[config.mk]
export PLATFORM = sky130hd
export DESIGN_NAME = fib_gen
export DESIGN_NICKNAME = d
export VERILOG_FILES = /design/src/rtl/fib_gen.sv
export SDC_FILE = /design/constraint.sdc
export NUM_CORES = 1
export LEC_CHECK = 0
export ABC_AREA = 1
export CAP_MARGIN = 20
export CORE_UTILIZATION = 50
export CTS_BUF_LIST = sky130_fd_sc_hd__clkbuf_4
export CTS_CLUSTER_SIZE = 28
export DETAILED_ROUTE_END_ITERATION = 7
export DONT_BUFFER_PORTS = 1
export HOLD_SLACK_MARGIN = 0.12
export SLEW_MARGIN = 5
export SYNTH_ARGS = -nofsm -noshare
export SYNTH_HDL_FRONTEND = slang
export SYNTH_SLANG_ARGS = --single-unit
[constraint.sdc]
create_clock -name clk -period 4.8 [get_ports clk]
set_input_delay 0 -clock clk [delete_from_list [all_inputs] [get_ports clk]]
set_output_delay 0 -clock clk [all_outputs]
set_load 0.05 [all_outputs]
[src/rtl/fib_gen.sv]
// Expected-value generator: a/b term registers with seed set, single-word
// loads and a wrap-around Fibonacci step.
module fib_gen #(
  parameter int unsigned DATA_W = 32
) (
  input  logic              clk,
  input  logic              reset,
  input  logic              set_i,
  input  logic [DATA_W-1:0] set_a_i,
  input  logic [DATA_W-1:0] set_b_i,
  input  logic              load_a_i,
  input  logic              load_b_i,
  input  logic [DATA_W-1:0] load_data_i,
  input  logic              step_i,
  output logic [DATA_W-1:0] sum_o
);

  logic [DATA_W-1:0] a_q, a_d;
  logic [DATA_W-1:0] b_q, b_d;

  // Sum is naturally modulo 2**DATA_W.
  assign sum_o = a_q + b_q;

  // Next a/b: seed set wins, otherwise loads and step.
  always_comb begin
    a_d = a_q;
    b_d = b_q;
    if (set_i) begin
      a_d = set_a_i;
      b_d = set_b_i;
    end else begin
      if (load_a_i) a_d = load_data_i;
      if (load_b_i) b_d = load_data_i;
      if (step_i) begin
        a_d = b_q;
        b_d = sum_o;
      end
    end
  end

  // Term registers.
  always_ff @(posedge clk) begin
    if (reset) begin
      a_q <= '0;
      b_q <= '0;
    end else begin
      a_q <= a_d;
      b_q <= b_d;
    end
  end

endmodule

==> results of run 1 <==
==> path summary, 6_finish.rpt <==
| check | from | endpoint | cells past startpoint |
|---|---|---|---|
| worst max-delay path | a_q[0]$_SDFFE_PP0P_ | b_q[28]$_SDFFE_PP0P_ | 15 |
| worst min-delay path | reset | a_q[28]$_SDFFE_PP0P_ | 3 |
| worst max register to register | a_q[0]$_SDFFE_PP0P_ | b_q[28]$_SDFFE_PP0P_ | 15 |
| worst min register to register | a_q[18]$_SDFFE_PP0P_ | a_q[18]$_SDFFE_PP0P_ | 2 |
==> registers in the layout (all words and copies together), names as in the netlist <==
name and count:
b_q 32, a_q 32
==> synth_stat cells <==
cell type      instances
and2_1                16
xor2_2                 8
nor3_1                 1
xor2_1                 7
nand3b_2               1
clkbuf_1              32
nand2_1              331
o21bai_1               1
ha_1                  31
o21ai_0              105
buf_4                  1
nand2_2               17
a21oi_2                4
dlygate4sd1_1          1
xnor2_1                1
inv_1                118
buf_2                  2
a21oi_1               93
nand3_1               69
o21ai_1                4
nor2_1                36
fa_1                   1
a21o_1                 1
or2_2                 19
clkinv_1               1
nand3_2                7
nand3b_4               1
dfxtp_1               64
inv_2                  5
buf_6                  4
nor3_2                 3
nor2_2                 4
==> timing repair <==
action,4_1_cts,5_1_grt
hold endpoints to repair,64,0
hold buffers,130,0
buffers inserted,0,0
==> logic make-up (layout without fill, tap and decap cells) <==
logic type | count (synthesis) | after routing
compound gates | 208 | 208
flops | 64 | 64
xor+xnor | 16 | 16
simple gates | 505 | 505
buf+inv | 164 | 273
fa+ha+maj | 32 | 32
==> power by group through the flow <==
stage / registers, W / logic, W / clock network [W]
after floorplan: 0.000616 / 0.000699 / 0
after global placement: 0.000622 / 0.000794 / 0
after detailed placement: 0.000625 / 0.000802 / 0
after CTS: 0.000613 / 0.000929 / 0.000380
after global routing: 0.000621 / 0.00103 / 0.000401
final: 0.000615 / 0.000948 / 0.000370
==> final cells by class <==
type,instances,area [µm²],area share
multi-input cells,761,3884,0.5331
repair buffers,134,1351,0.1855
flip-flops and latches,64,1281,0.1759
inverters,124,465.4,0.06390
well taps,143,178.9,0.02456
clock buffers,10,75.07,0.01031
clock inverters,5,48.80,0.006699
==> routing by layer <==
layer / global-route usage / vias to the layer above / routed length [µm]
met5: 0 / - / 0
met1: 0.4213 / 2968 / 8899
met4: 0.08000 / 0 / 293
li1: - / 3352 / -
met3: 0.05453 / 33 / 1296
met2: 0.5353 / 285 / 8759
==> stage by stage <==
stage                     worst slack (ns)  instance area [µm²]  total power (W)    util  hold slack (ns)
after global placement               2.042                 5832         0.001416  0.5129           0.1785
final                                1.386                 7284         0.001933  0.6407           0.1861
after floorplan                      2.285                 5817         0.001315       -           0.1699
after global routing                 1.164                 7284         0.002050  0.6407           0.1932
after CTS                            1.404                 7257         0.001923  0.6383           0.1379
after detailed placement             2.011                 5832         0.001427  0.5129           0.1911
==> worst reg2reg max path, cell delays in order, from the launching register on <==
cell           delay (ns)
dfxtp_1              0.33
ha_1                 0.26
fa_1                 0.48
nand3_1              0.14
nand3_2              0.12
nand3_1              0.11
nand3_2              0.16
nand2_1              0.18
nand2_1              0.07
nand2_1              0.08
nand3_1              0.06
nand2_1              0.09
dlygate4sd3_1        0.54
nand2_1              0.05
dlygate4sd3_1        0.54
a21oi_1              0.13
==> qor.tcl, run 1 <==
set qor(crit_path_frequent_cell) {nand2_1}
set qor(synth_adder_area_share) 0.07012
set qor(status) {finished clean}
set qor(fin_nets) 1228
set qor(fin_skew_ns) 0.01482
set qor(number_of_standard_cells_in_the_layout_taps_in_and_fillers_out) 1241
set qor(max_freq_mhz) 292.9
set qor(syn_nets) 1123
set qor(main_combinational_cell_family_by_area_after_synthesis) {simple AND/OR/NAND/NOR gates}
set qor(worstSetupPathType) {reg -> reg}
set qor(final-hold-violation-count) 0
set qor(core_um2) 11370
set qor(share_clk_of_total_power) 0.192
set qor(seqPwrFrac) 0.318
set qor(synth-compound-area-share) 0.1824
set qor(p_sw_frac) 0.4596
set qor(worst-path-max-fanout) 4
set qor(global_route_wire_length_before_repair_um) 29400
set qor(start_kind) {flip-flop}
set qor(drt-total-wl_um) 19250
set qor(crit_path_top_delay_cell) {dlygate4sd3_1}
set qor(power_leakage_nw) 3.713
set qor(numCtsBuffers) 9
set qor(drcViolationCount) 0
set qor(ys_top_cells_by_area) {dfxtp_1 (22%), nand2_1 (21%), o21ai_0 (9.0%)}
set qor(combPwrFrac) 0.490
set qor(post_synth_num_cell_types) 32
set qor(drt-pass1-iter-count) 6
set qor(register_clock_pin_slew_on_the_reported_worst_setup_and_hold_paths_ns) 0.11
set qor(synth_largest_area_cell) {dfxtp_1}
set qor(final_weighted_congestion_in_routability_driven_placement) 0.9040
set qor(max-vdd-ir-drop_mv) 0.2160
set qor(rsz0062_at_grt) {no}
set qor(power.internal_w) 0.001045
set qor(worstHoldPathType) {in -> reg}
set qor(filler_cell_count) 1069
set qor(die_area_um2) 12070
set qor(worst_slew_pin_slew_ns) 1.118
set qor(synth-xor-area-share) 0.03442
set qor(yosys_register_bits) 64
set qor(dpl.hpwl_um) 12630
set qor(maxSlewViolCount) 0
set qor(htreeDepth) 3
set qor(final_cell_mix) {nand2_1 (329), dlygate4sd3_1 (130), inv_1 (118)}
set qor(globalRouteTotalUtil) 0.3190
set qor(timing.critical_path.cells) {ha_1 > fa_1 > nand3_1 > nand3_2 > nand3_1 > nand3_2 > nand2_1 > nand2_1 > nand2_1 > nand3_1 > nand2_1 > dlygate4sd3_1 > nand2_1 > dlygate4sd3_1 > a21oi_1}
set qor(first_global_vias) 6071
set qor(detail_route.iter0.violations) 665
set qor(n_antenna_cell) 0
set qor(most_frequent_standard_cell_in_the_layout_excluding_fill_and_tap_cells) {nand2_1}
set qor(yosys-mux-area-fraction) 0
set qor(ys_warn_count) 0
set qor(crit_path_max_incr_delay_ns) 0.54
set qor(area_growth_syn_to_layout_pct) 25.23
set qor(synthesis.area_per_instance_um2) 5.882
set qor(grt_remaining_overflow) 0
set qor(worst_ep_required_time_ns) 5.17
set qor(synth.yosys.seq_area_share) 0.2203
set qor(worst-endpoint-arrival_ns) 3.79
set qor(chipWidth_um) 109.9
set qor(io_pins) 134
set qor(antenna_violations_before_repair) 0
set qor(r2r_setup_slack_ns) 1.39
set qor(post_layout_min_period_ns) 3.414
set qor(cts_root_buf) {clkbuf_4}
set qor(cts_resized) 0
set qor(largest_net_degree_at_the_start_of_global_routing) 65
set qor(synthDominantCellAreaShare) 0.2203
set qor(crit_family) {buffers and inverters}
set qor(start_util) 0.5116
set qor(dr_vias_cell) 5.349
set qor(syn_inst) 989
set qor(antenna_left) 0
set qor(io_buffers) 0
set qor(cts_tree) {built}
set qor(fp-row-count) 39
set qor(clock_insertion_delay_worst_skew_ns) 0.44
set qor(clock_sinks) 64
set qor(setup_violators_final) 0
set qor(drive_above_1_share) 0.08015
set qor(synth_simple_gate_area_frac) 0.3799
set qor(number_of_buffers_on_the_longest_clock_path) 2
set qor(post_placement_cell_count) 1095
set qor(mappedNetlistArea_um2) 5817
set qor(cellPowerDensity_nw_per_um2) 265.4
set qor(period_share) 0.7112
set qor(switch_pwr_w) 0.0008884
set qor(path_buf_inv) 2
set qor(routed_wire_length_per_instance_um) 15.51
set qor(routed-via-count) 6638
set qor(slew_headroom) 0.2522
set qor(setup.worst_path.end_class) {flip-flop}
set qor(timing.setup.tns_ns) 0
set qor(drv.max_cap_violation_count) 0
set qor(fp.dieH_um) 109.9
No activity file was read; power rests on OpenSTA's default activity.
==> inputs of run 2 (changes only) <==
Settings changed: PLACE_DENSITY set to 0.68.
Clock period 4.8 ns to 3.12 ns, I/O delays scaled along.
==> run 2 against run 1 <==
Compared with the run above: sequential power rose by 56%; utilization increased by 2.6 points; critical path depth decreased by 3; final cell count grew 0.97%; register-to-register slack worse by 1.3 ns; sequential share of layout area shrank 0.48 points; first-iteration DRC count fell by 46%; global-route usage fell by 2.5 points; power grew 60%; setup slack worse by 1.3 ns; critical endpoint is now b_q[12]$_SDFFE_PP0P_; final area rose by 4.0%; clock-buffer cell count up 2.
==> qor.tcl, run 2 (synthesis gave the netlist of run 1 again) <==
set qor(drv.max_cap_violation_count) 0 ;# unchanged
set qor(maxSlewViolCount) 0 ;# unchanged
set qor(combPwrFrac) 0.503 ;# was 0.490
set qor(globalRouteTotalUtil) 0.2935 ;# was 0.3190
set qor(max_freq_mhz) 335.1 ;# was 292.9 MHz
set qor(timing.critical_path.cells) {ha_1 > fa_1 > nand3_1 > nand3_2 > nand3_1 > nand3_2 > xor2_4 > nand2_1 > nand2_1 > o21ai_1 > dlygate4sd3_1 > a21oi_1} ;# was ha_1 > fa_1 > nand3_1 > nand3_2 > nand3_1 > nand3_2 > nand2_1 > nand2_1 > nand2_1 > nand3_1 > nand2_1 > dlygate4sd3_1 > nand2_1 > dlygate4sd3_1 > a21oi_1
set qor(dpl_cell_area_um2) 5907 ;# was 5832 µm²
set qor(die_area_um2) 12070 ;# unchanged
set qor(reg_top3) {a_q (32), b_q (32)} ;# unchanged
set qor(fp-row-count) 39 ;# unchanged
set qor(crit_family) {adder cells} ;# was buffers and inverters
set qor(antenna_left) 0 ;# unchanged
set qor(drt-total-wl_um) 17480 ;# was 19250 µm
set qor(path_buf_inv) 1 ;# was 2
set qor(clock_insertion_delay_worst_skew_ns) 0.46 ;# was 0.44 ns
set qor(clock_sinks) 64 ;# unchanged
set qor(slew_headroom) 0.3398 ;# was 0.2522
set qor(start_kind) {flip-flop} ;# unchanged
set qor(post_layout_min_period_ns) 2.985 ;# was 3.414 ns
set qor(routed-via-count) 6418 ;# was 6638
set qor(first_global_vias) 5859 ;# was 6071
set qor(worst_ep_required_time_ns) 3.51 ;# was 5.17 ns
set qor(worstHoldPathType) {in -> reg} ;# unchanged
set qor(n_antenna_cell) 0 ;# unchanged
set qor(crit_path_max_incr_delay_ns) 0.60 ;# was 0.54 ns
set qor(setup_violators_final) 0 ;# unchanged
set qor(share_clk_of_total_power) 0.188 ;# was 0.192
set qor(period_share) 0.9566 ;# was 0.7112
set qor(dpl.hpwl_um) 11980 ;# was 12630 µm
set qor(worstSetupPathType) {reg -> reg} ;# unchanged
set qor(worst-path-max-fanout) 4 ;# unchanged
set qor(setup.worst_path.end_class) {flip-flop} ;# unchanged
set qor(fin_skew_ns) 0.01434 ;# was 0.01482 ns
set qor(fp.dieH_um) 109.9 ;# unchanged
set qor(p_sw_frac) 0.4432 ;# was 0.4596
set qor(detail_route.iter0.violations) 358 ;# was 665
set qor(seqPwrFrac) 0.309 ;# was 0.318
set qor(grt_remaining_overflow) 0 ;# unchanged
set qor(switch_pwr_w) 0.001371 ;# was 0.0008884 W
set qor(start_util) 0.5116 ;# unchanged
set qor(worst_slew_pin_slew_ns) 0.9870 ;# was 1.118 ns
set qor(fin_area_um2) 7579 ;# was 7284 µm²
set qor(status) {finished clean} ;# unchanged
set qor(io_pins) 134 ;# unchanged
set qor(cts_tree) {built} ;# unchanged
set qor(cts_root_buf) {clkbuf_4} ;# unchanged
set qor(rsz0062_at_grt) {yes} ;# was no
set qor(global_route_wire_length_before_repair_um) 27190 ;# was 29400 µm
set qor(core_um2) 11370 ;# unchanged
set qor(power_leakage_nw) 3.765 ;# was 3.713 nW
set qor(fin_nets) 1239 ;# was 1228
set qor(most_frequent_standard_cell_in_the_layout_excluding_fill_and_tap_cells) {nand2_1} ;# unchanged
set qor(htreeDepth) 3 ;# unchanged
set qor(final_cell_mix) {nand2_1 (324), dlygate4sd3_1 (129), inv_1 (118)} ;# was nand2_1 (329), dlygate4sd3_1 (130), inv_1 (118)
set qor(filler_cell_count) 1053 ;# was 1069
set qor(worst-endpoint-arrival_ns) 3.38 ;# was 3.79 ns
set qor(finalHoldWorstSlack_ns) 0.1591 ;# was 0.1861 ns
set qor(area_growth_syn_to_layout_pct) 30.29 ;# was 25.23%
set qor(chipWidth_um) 109.9 ;# unchanged
set qor(drt-pass1-iter-count) 5 ;# was 6
set qor(register_clock_pin_slew_on_the_reported_worst_setup_and_hold_paths_ns) 0.11 ;# about the same
set qor(drive_above_1_share) 0.1306 ;# was 0.08015
set qor(drcViolationCount) 0 ;# unchanged
set qor(crit_path_top_delay_cell) {dlygate4sd3_1} ;# unchanged
set qor(largest_net_degree_at_the_start_of_global_routing) 65 ;# unchanged
set qor(final-hold-violation-count) 0 ;# unchanged
set qor(routed_wire_length_per_instance_um) 13.95 ;# was 15.51 µm
set qor(max-vdd-ir-drop_mv) 0.3240 ;# was 0.2160 mV
set qor(dr_vias_cell) 5.122 ;# was 5.349
set qor(number_of_buffers_on_the_longest_clock_path) 2 ;# unchanged
set qor(numCtsBuffers) 9 ;# unchanged
set qor(power.internal_w) 0.001722 ;# was 0.001045 W
set qor(final_weighted_congestion_in_routability_driven_placement) 0.9296 ;# was 0.9040
set qor(cellPowerDensity_nw_per_um2) 408.2 ;# was 265.4 nW/µm²
set qor(antenna_violations_before_repair) 0 ;# unchanged
set qor(io_buffers) 0 ;# unchanged
==> run 2: cell types whose count changed in the layout (fill, tap and decap cells not counted), sizes merged <==
| cell | previous run | this run |
|---|---|---|
| buf | 4 | 16 |
| clkbuf | 10 | 12 |
| clkinvlp | 1 | 0 |
| dlygate4sd3 | 130 | 129 |
==> run 2: worst paths after layout <==
| kind | from | to | slack (ns) | cells past startpoint |
|---|---|---|---|---|
| worst min-delay path | reset | b_q[5]$_SDFFE_PP0P_ | 0.16 | 3 |
| worst min register to register | a_q[26]$_SDFFE_PP0P_ | a_q[26]$_SDFFE_PP0P_ | 0.56 | 2 |
| worst max-delay path | b_q[0]$_SDFFE_PP0P_ | b_q[12]$_SDFFE_PP0P_ | 0.14 | 12 |
| worst max register to register | b_q[0]$_SDFFE_PP0P_ | b_q[12]$_SDFFE_PP0P_ | 0.14 | 12 |
==> run 2: worst register-to-register path, delay by kind of cell (launching register included) <==
kind | cells | cell delay, ns
adder cells (fa/ha/maj) | 2 | 0.70
AND/OR/NAND/NOR | 6 | 0.69
buffers and inverters | 1 | 0.60
XOR/XNOR | 1 | 0.41
flip-flops | 1 | 0.34
AO/OA/AOI/OAI | 2 | 0.19
==> run 2: power groups by stage <==
stage,Sequential [W],Clock [W],Combinational [W]
after CTS,0.000943,0.000597,0.00148
final,0.000957,0.000581,0.00156
after floorplan,0.000947,0,0.00108
after detailed placement,0.000962,0,0.00129
after global routing,0.000966,0.000631,0.00169
after global placement,0.000960,0,0.00129
==> run 2: routing by layer <==
layer  global-route usage  routed length [µm]
met5                    0                   0
met4              0.09905                 283
met3              0.05098                 828
met2               0.4888                8015
met1               0.3807                8351
==> run 2: area by class of cell <==
| type | count | area, µm² | share of cell area |
|---|---|---|---|
| inverter | 124 | 465.4 | 0.06142 |
| timing repair buffer | 145 | 1439 | 0.1899 |
| sequential | 64 | 1296 | 0.1710 |
| clock buffer | 12 | 90.09 | 0.01189 |
| tap | 143 | 178.9 | 0.02361 |
| multi-input combinational | 761 | 4064 | 0.5362 |
| clock inverter | 4 | 45.04 | 0.005944 |
==> run 2: stage by stage <==
stage                     power (W)  std cells  utilization  setup TNS [ns]  setup WS, ns
final                      0.003093       1253       0.6666               0        0.1354
after global placement     0.002245       1105       0.5195               0        0.6359
after global routing       0.003286       1253       0.6666        -0.05214      -0.04112
after detailed placement   0.002252       1105       0.5195               0        0.5826
after floorplan            0.002023        989            -               0        0.6055
after CTS                  0.003023       1250       0.6450               0       0.04931
==> run 2: repair_timing <==
action | in CTS | in global routing
setup endpoints to repair | 0 | 3
setup buffers | 0 | 1
hold buffers | 129 | 0
endpoints found under the hold margin | 64 | 0
resized for setup | 0 | 49
